--- config.mk ---
export PLATFORM = sky130hd
export DESIGN_NAME = turn_controller_flat
export DESIGN_NICKNAME = d
export VERILOG_FILES = /design/src/rtl/tictactoe_pkg.sv /design/src/rtl/turn_controller_if.sv /design/src/rtl/turn_timer.sv /design/src/rtl/turn_controller.sv /design/src/flat_wrapper.sv
export SDC_FILE = /design/constraint.sdc
export NUM_CORES = 1
export LEC_CHECK = 0
export BUFFER_PORTS_ARGS = -buffer_cell sky130_fd_sc_hd__buf_2
export CELL_PAD_IN_SITES_DETAIL_PLACEMENT = 1
export CELL_PAD_IN_SITES_GLOBAL_PLACEMENT = 1
export CORE_MARGIN = 4
export CORE_UTILIZATION = 34
export DETAILED_ROUTE_END_ITERATION = 6
export PLACE_DENSITY_LB_ADDON = 0.1
export SLEW_MARGIN = 10
export SYNTH_ARGS = -nofsm -noshare
export SYNTH_HDL_FRONTEND = slang
export SYNTH_SLANG_ARGS = --single-unit
--- constraint.sdc ---
create_clock -name clk -period 2.08 [get_ports clk]
set_clock_uncertainty 0.1 [all_clocks]
set_input_delay 0.208 -clock clk [delete_from_list [all_inputs] [get_ports clk]]
set_output_delay 0.208 -clock clk [all_outputs]
set_load 0.03 [all_outputs]
--- src/rtl/tictactoe_pkg.sv ---
// Shared types and constants for the tic-tac-toe move sequencer.
//   ctrl_state_t : turn controller FSM states
//   cell_t       : 2-bit board cell encoding (empty / player 0 / player 1)
//   N_CELLS_C    : number of board cells
package tictactoe_pkg;

    localparam int N_CELLS_C = 9;

    typedef logic [1:0] cell_t;

    localparam cell_t CELL_EMPTY = 2'b00;
    localparam cell_t CELL_P0    = 2'b01;
    localparam cell_t CELL_P1    = 2'b10;

    typedef enum logic [2:0] {
        IDLE,
        WAIT_MOVE,
        PLACE,
        WAIT_ACK,
        CHECK,
        GAME_OVER
    } ctrl_state_t;

endpackage

--- src/rtl/turn_controller_if.sv ---
// Board-side bus between the turn controller and the board register /
// winner detector.
//   pos      : cell to write
//   jugador  : player owning the request / current turn
//   colocar  : write request to the board
//   colocado : board acknowledge
//   board    : current cell states
//   win      : winner detector output
// master = turn controller, slave = board + winner detector.
interface turn_controller_if
    import tictactoe_pkg::*;
#(
    parameter int N_CELLS = N_CELLS_C
);
    logic [3:0]              pos;
    logic                    jugador;
    logic                    colocar;
    logic                    colocado;
    cell_t [N_CELLS-1:0]     board;
    logic                    win;

    modport master (
        output pos, jugador, colocar,
        input  colocado, board, win
    );

    modport slave (
        input  pos, jugador, colocar,
        output colocado, board, win
    );
endinterface

--- src/rtl/turn_timer.sv ---
// Idle-turn timer used for automatic moves (built only with TURN_TIMEOUT_EN).
//   clk, rst  : clock, asynchronous active-low reset
//   load      : reload the down-counter (state change or rejected confirm)
//   board     : current cell states
//   expire    : idle time used up and an empty cell exists
//   empty_pos : lowest-index empty cell
// The counter is reloaded with TIMEOUT_CYC-2 so that, counting the cycle in
// which WAIT_MOVE is entered, the automatic move leaves WAIT_MOVE on the
// TIMEOUT_CYC-1'th edge and colocar rises TIMEOUT_CYC cycles after entry.
module turn_timer
    import tictactoe_pkg::*;
#(
    parameter int N_CELLS     = N_CELLS_C,
    parameter int TIMEOUT_CYC = 500
) (
    input  logic                clk,
    input  logic                rst,
    input  logic                load,
    input  cell_t [N_CELLS-1:0] board,
    output logic                expire,
    output logic [3:0]          empty_pos
);
    localparam int CW = $clog2(TIMEOUT_CYC + 1);

    logic [CW-1:0] cnt_q, cnt_d;
    logic          any_empty;

    always_comb begin
        if (load) begin
            cnt_d = CW'(TIMEOUT_CYC - 2);
        end else if (cnt_q != '0) begin
            cnt_d = cnt_q - 1'b1;
        end else begin
            cnt_d = cnt_q;
        end
    end

    always_ff @(posedge clk or negedge rst) begin
        if (!rst) begin
            cnt_q <= CW'(TIMEOUT_CYC - 2);
        end else begin
            cnt_q <= cnt_d;
        end
    end

    // Scan from the top so the lowest empty index wins.
    always_comb begin
        empty_pos = '0;
        any_empty = 1'b0;
        for (int i = N_CELLS - 1; i >= 0; i--) begin
            if (board[i] == CELL_EMPTY) begin
                empty_pos = 4'(i);
                any_empty = 1'b1;
            end
        end
    end

    assign expire = (cnt_q == '0) && any_empty;

endmodule

--- src/rtl/turn_controller.sv ---
// Move sequencer in front of the board register.
//   clk, rst   : clock, asynchronous active-low reset
//   start      : begins a game from IDLE
//   pos_in     : cell selected by the current player
//   confirm    : commit pos_in
//   bus        : board-side request/ack bus (pos, jugador, colocar,
//                colocado, board, win)
//   invalid    : 1-cycle pulse for a rejected confirm
//   game_over  : sticky until reset
//   draw       : sticky, full board without a win
//   winner     : winning player, valid when game_over && !draw
// Optional feature: define TURN_TIMEOUT_EN to auto-play the lowest empty
// cell after TIMEOUT_CYC idle cycles in WAIT_MOVE.
module turn_controller
    import tictactoe_pkg::*;
#(
    parameter int N_CELLS = N_CELLS_C,
    parameter int WIN_LAT = 1
`ifdef TURN_TIMEOUT_EN
    ,
    parameter int TIMEOUT_CYC = 500
`endif
) (
    input  logic              clk,
    input  logic              rst,
    input  logic              start,
    input  logic [3:0]        pos_in,
    input  logic              confirm,
    turn_controller_if.master bus,
    output logic              invalid,
    output logic              game_over,
    output logic              draw,
    output logic              winner
);
    localparam int LW = (WIN_LAT > 1) ? $clog2(WIN_LAT) : 1;

    ctrl_state_t   state_q, state_d;
    logic [3:0]    pos_q, pos_d;
    logic          jug_q, jug_d;
    logic          colocar_q, colocar_d;
    logic          invalid_q, invalid_d;
    logic          over_q, over_d;
    logic          draw_q, draw_d;
    logic          winner_q, winner_d;
    logic [3:0]    move_cnt_q, move_cnt_d;
    logic [LW-1:0] lat_q, lat_d;
    logic          cell_ok;

    // Confirmed cell must be on the board and empty; out-of-range pos_in
    // never matches any index.
    always_comb begin
        cell_ok = 1'b0;
        for (int i = 0; i < N_CELLS; i++) begin
            if (pos_in == 4'(i) && bus.board[i] == CELL_EMPTY) begin
                cell_ok = 1'b1;
            end
        end
    end

`ifdef TURN_TIMEOUT_EN
    logic       tmr_load;
    logic       tmr_expire;
    logic [3:0] tmr_pos;

    assign tmr_load = (state_q != WAIT_MOVE) || (confirm && !cell_ok);

    turn_timer #(
        .N_CELLS     (N_CELLS),
        .TIMEOUT_CYC (TIMEOUT_CYC)
    ) u_timer (
        .clk       (clk),
        .rst       (rst),
        .load      (tmr_load),
        .board     (bus.board),
        .expire    (tmr_expire),
        .empty_pos (tmr_pos)
    );
`endif

    always_comb begin
        state_d    = state_q;
        pos_d      = pos_q;
        jug_d      = jug_q;
        colocar_d  = colocar_q;
        invalid_d  = 1'b0;
        over_d     = over_q;
        draw_d     = draw_q;
        winner_d   = winner_q;
        move_cnt_d = move_cnt_q;
        lat_d      = lat_q;

        case (state_q)
            IDLE: begin
                if (start) begin
                    state_d = WAIT_MOVE;
                end
            end
            WAIT_MOVE: begin
                if (confirm) begin
                    if (cell_ok) begin
                        pos_d   = pos_in;
                        state_d = PLACE;
                    end else begin
                        invalid_d = 1'b1;
                    end
                end
`ifdef TURN_TIMEOUT_EN
                else if (tmr_expire) begin
                    pos_d   = tmr_pos;
                    state_d = PLACE;
                end
`endif
            end
            PLACE: begin
                colocar_d = 1'b1;
                state_d   = WAIT_ACK;
            end
            WAIT_ACK: begin
                if (bus.colocado) begin
                    colocar_d = 1'b0;
                    lat_d     = '0;
                    state_d   = CHECK;
                    if (move_cnt_q != 4'(N_CELLS)) begin
                        move_cnt_d = move_cnt_q + 1'b1;
                    end
                end
            end
            CHECK: begin
                // Give the winner detector WIN_LAT cycles to see the new cell.
                if (lat_q == LW'(WIN_LAT - 1)) begin
                    if (bus.win) begin
                        over_d   = 1'b1;
                        winner_d = jug_q;
                        state_d  = GAME_OVER;
                    end else if (move_cnt_q == 4'(N_CELLS)) begin
                        over_d  = 1'b1;
                        draw_d  = 1'b1;
                        state_d = GAME_OVER;
                    end else begin
                        jug_d   = ~jug_q;
                        state_d = WAIT_MOVE;
                    end
                end else begin
                    lat_d = lat_q + 1'b1;
                end
            end
            GAME_OVER: begin
                state_d = GAME_OVER;
            end
            default: begin
                state_d = IDLE;
            end
        endcase
    end

    always_ff @(posedge clk or negedge rst) begin
        if (!rst) begin
            state_q    <= IDLE;
            pos_q      <= '0;
            jug_q      <= 1'b0;
            colocar_q  <= 1'b0;
            invalid_q  <= 1'b0;
            over_q     <= 1'b0;
            draw_q     <= 1'b0;
            winner_q   <= 1'b0;
            move_cnt_q <= '0;
            lat_q      <= '0;
        end else begin
            state_q    <= state_d;
            pos_q      <= pos_d;
            jug_q      <= jug_d;
            colocar_q  <= colocar_d;
            invalid_q  <= invalid_d;
            over_q     <= over_d;
            draw_q     <= draw_d;
            winner_q   <= winner_d;
            move_cnt_q <= move_cnt_d;
            lat_q      <= lat_d;
        end
    end

    assign bus.pos     = pos_q;
    assign bus.jugador = jug_q;
    assign bus.colocar = colocar_q;
    assign invalid     = invalid_q;
    assign game_over   = over_q;
    assign draw        = draw_q;
    assign winner      = winner_q;

endmodule

--- src/flat_wrapper.sv ---
// flat-port wrapper written by rule: the top's interface ports become plain ports
module turn_controller_flat import tictactoe_pkg::*;
#(
    parameter int N_CELLS = N_CELLS_C,
    parameter int WIN_LAT = 1

)
  (clk, rst, start, pos_in, confirm, invalid, game_over, draw, winner, bus_pos, bus_jugador, bus_colocar, bus_colocado, bus_board, bus_win);
  turn_controller_if #(.N_CELLS(N_CELLS)) bus_i ();
  input  logic clk;
  input  logic rst;
  input  logic start;
  input  logic [3:0] pos_in;
  input  logic confirm;
  output logic invalid;
  output logic game_over;
  output logic draw;
  output logic winner;
  output wire logic [$bits(bus_i.pos)-1:0] bus_pos;
  output wire logic [$bits(bus_i.jugador)-1:0] bus_jugador;
  output wire logic [$bits(bus_i.colocar)-1:0] bus_colocar;
  input wire logic [$bits(bus_i.colocado)-1:0] bus_colocado;
  input wire logic [$bits(bus_i.board)-1:0] bus_board;
  input wire logic [$bits(bus_i.win)-1:0] bus_win;
  assign bus_pos = bus_i.pos;
  assign bus_jugador = bus_i.jugador;
  assign bus_colocar = bus_i.colocar;
  assign bus_i.colocado = bus_colocado;
  assign bus_i.board = bus_board;
  assign bus_i.win = bus_win;
  turn_controller #(.N_CELLS(N_CELLS), .WIN_LAT(WIN_LAT)) u_core (.clk(clk), .rst(rst), .start(start), .pos_in(pos_in), .confirm(confirm), .bus(bus_i), .invalid(invalid), .game_over(game_over), .draw(draw), .winner(winner));
endmodule
==> flow_summary.ini <==
[timing]
whs_ps = 34.1
fin_crit_sh_pct = 79.8
tns_ps = 0
fin_crit_ps = 1660
worst-slew-pin-transition_ps = 408
setup_viol = 0
hold_violations = 0
slew_headroom_pct = 72.8
rsz0062_at_grt = no
fmax_mhz = 602
report.final.slew_viol_count = 0

[power]
p_seq_share_pct = 43.1
ir_worst_vdd_v = 0.000526
power_density_nw_per_um2 = 1120
comb_power_share_pct = 43.3
power_switching_uw = 529
p_int_uw = 762
switching_share_pct = 41.0
power_leakage_uw = 0.000558
p_clk_share_pct = 13.5

[clocking]
cts.clk_slew.worst_paths_ps = 100
cts_buffer_depth = 2
cts.sinks = 17
cts_setup_buffers = 0
h-tree-depth = 1
cts_root_buf = clkbuf_4
clkLatencyLatePin_ps = 290
cts_tree = built
cts_buffers = 3
post_cts_resized = 0

[placement]
portBuffers = 37
gp_congestion = 0.686
dp_cells = 150
dpl.hpwl_um = 1780

[synthesis]
synth_area_sq_um = 905
synth-seq-area-share_pct = 47.0
syn_avg_cell_area_sq_um = 10.8
ys_ff_latch = 17
synth_edf_count = 0
synth-main-ff-cell = dfrtp_1
synthTopCellsByCount = dfrtp_1, nand2_1, nor2_1
ys_top_cells_by_area = dfrtp_1, mux2_4, nand2_1, nor2_1, xnor2_1
synthesis.nets = 114
yosys_warnings = 0
syn_inst = 84
synth_top_cell_by_area = dfrtp_1
yosysMostFrequentCell = dfrtp_1
synth_cell_types = 33
synthArstFlopShare_pct = 100
yosysTopAreaCellShare_pct = 47.0

[layout]
antenna_cells = 0
fin_nets = 156
regArea_sq_um = 425
synthToLayoutAreaGrowth_pct = 27.9
fin_util_pct = 46.3
final_cell_count_no_fill = 155
drive_gt1_share_pct = 41.6
multi_input_area_sq_um = 445
fillCellCount = 298

[setup_path]
path_class = input port to flip-flop
worst-path-buf-inv = 1
crit_slowest_cell = o41a_1
path_cells = buf_2, o41a_1, a2111oi_2, o21a_4, mux2_4
setup.worst_path.end_class = flip-flop
worstPathRequired_ps = 2160
worstPathMaxFanout = 8
start_kind = input port
critPathMaxStageDelay_ps = 440
cp_top_family = compound AO/OA/AOI/OAI gates
worstPathArrival_ps = 1740

[route]
dr.pass1.iters = 2
viasPerCell = 5.06
wire_per_inst_um = 13.6
via_count = 785
route.detailed.drc = 0
drt-total-wl_um = 2110
ant_nets = 0
drtIter0Drc = 5

[global_routing]
gr-total-overflow = 0
grt_pass1_wl_um = 3670
grt_pass1_vias = 835
grt_usage_pct = 14.0
grt_max_degree = 18
antenna_found_initial = 0

[floorplanning]
initial_utilization_pct = 36.2
io_pins = 38
fp.dieW_um = 59.6
die_area_sq_um = 3550
core_sq_um = 2500
die_y_um = 59.6
num_rows = 18

[status]
status = completed

[job]
maxCapViolations = 0

[worst_hold_path]
holdCritPathClass = input port to flip-flop
flip-flops by register name, indices dropped and copies added, names as in the netlist:
signal,count
u_core.bus.pos,4
u_core.move_cnt_q,4
u_core.state_q,3
u_core.bus.colocar,1
u_core.bus.jugador,1
u_core.draw,1
u_core.game_over,1
u_core.invalid,1
u_core.winner,1
path summary, 6_finish.rpt:
kind	slack, ps	end	from	cells after the start
min in group asynchronous	260	u_core.draw$_DFFE_PN0P_	rst	2
setup / recovery	420	u_core.bus.pos[2]$_DFFE_PN0P_	pos_in[1]	5
max in group asynchronous	1340	u_core.invalid$_DFF_PN0_	rst	2
hold reg to reg	370	u_core.game_over$_DFFE_PN0P_	u_core.game_over$_DFFE_PN0P_	2
hold / removal	30	u_core.draw$_DFFE_PN0P_	bus_win	2
setup reg to reg	430	u_core.move_cnt_q[3]$_DFFE_PN0P_	u_core.move_cnt_q[0]$_DFFE_PN0P_	6
layer usage:
metal  global-route usage, %  vias up  routed length [um]  part of all wire [%]
met1                    15.8      368                 854                    40
met2                    24.0       33                1050                    50
met4                    8.54        0                  41                   1.9
li1                        -      380                   -                     -
met3                    2.61        4                 168                   7.9
met5                       0        -                   0                     0
per-stage QoR:
stage	total power, uW	area, sq um	setup WS, ps
final	1290	1160	420
after global routing	1390	1160	295
after CTS	1320	1160	416
after detailed placement	1130	1120	87.9
after global placement	1110	1120	158
after floorplan	940	905	279
final cells by class:
type	count	share of cell area (%)
multi-input cells	60	38.5
flip-flops and latches	17	36.8
repair buffers	39	17.5
well taps	30	3.24
clock buffers	3	1.95
inverters	5	1.62
clock inverters	1	0.432
power by group through the flow:
| stage | logic [uW] | clock network, uW | registers [uW] |
|---|---|---|---|
| floorplan | 255 | 0 | 685 |
| global placement | 548 | 0 | 560 |
| detailed placement | 572 | 0 | 562 |
| CTS | 571 | 187 | 560 |
| global route | 614 | 201 | 578 |
| finish | 559 | 175 | 557 |
cells by family after synthesis:
| logic type | count (synthesis) | share of synthesized area (%) |
|---|---|---|
| AOI/OAI and AO/OA | 17 | 15.8 |
| muxes | 6 | 9.13 |
| adders and majority gates | 2 | 2.77 |
| xor gates and xnor gates | 5 | 4.84 |
| buffers and inverters | 7 | 3.73 |
| DFF | 17 | 47.0 |
| and+or+nand+nor | 30 | 16.7 |
placed cells by master, fill, tap and decap left out, types with 2 or more instances in the layout:
cell,netlist,final
a211oi_1,2,2
o31ai_1,2,2
a21oi_1,2,2
buf_2,0,37
xor2_1,2,2
mux2_4,4,4
o21bai_1,2,2
xnor2_1,3,3
nor2_1,7,7
nor4b_1,2,2
ha_1,2,2
nor3_1,3,3
clkbuf_4,0,3
nand2_1,10,10
inv_1,5,5
mux2_2,2,2
dfrtp_1,17,17
o21ai_0,2,2
what timing repair did:
item	4_1_cts	5_1_grt
setup endpoints to repair	0	0
endpoints found under the hold margin	17	0
hold buffers	1	0
(Power assumes the default switching activity.)
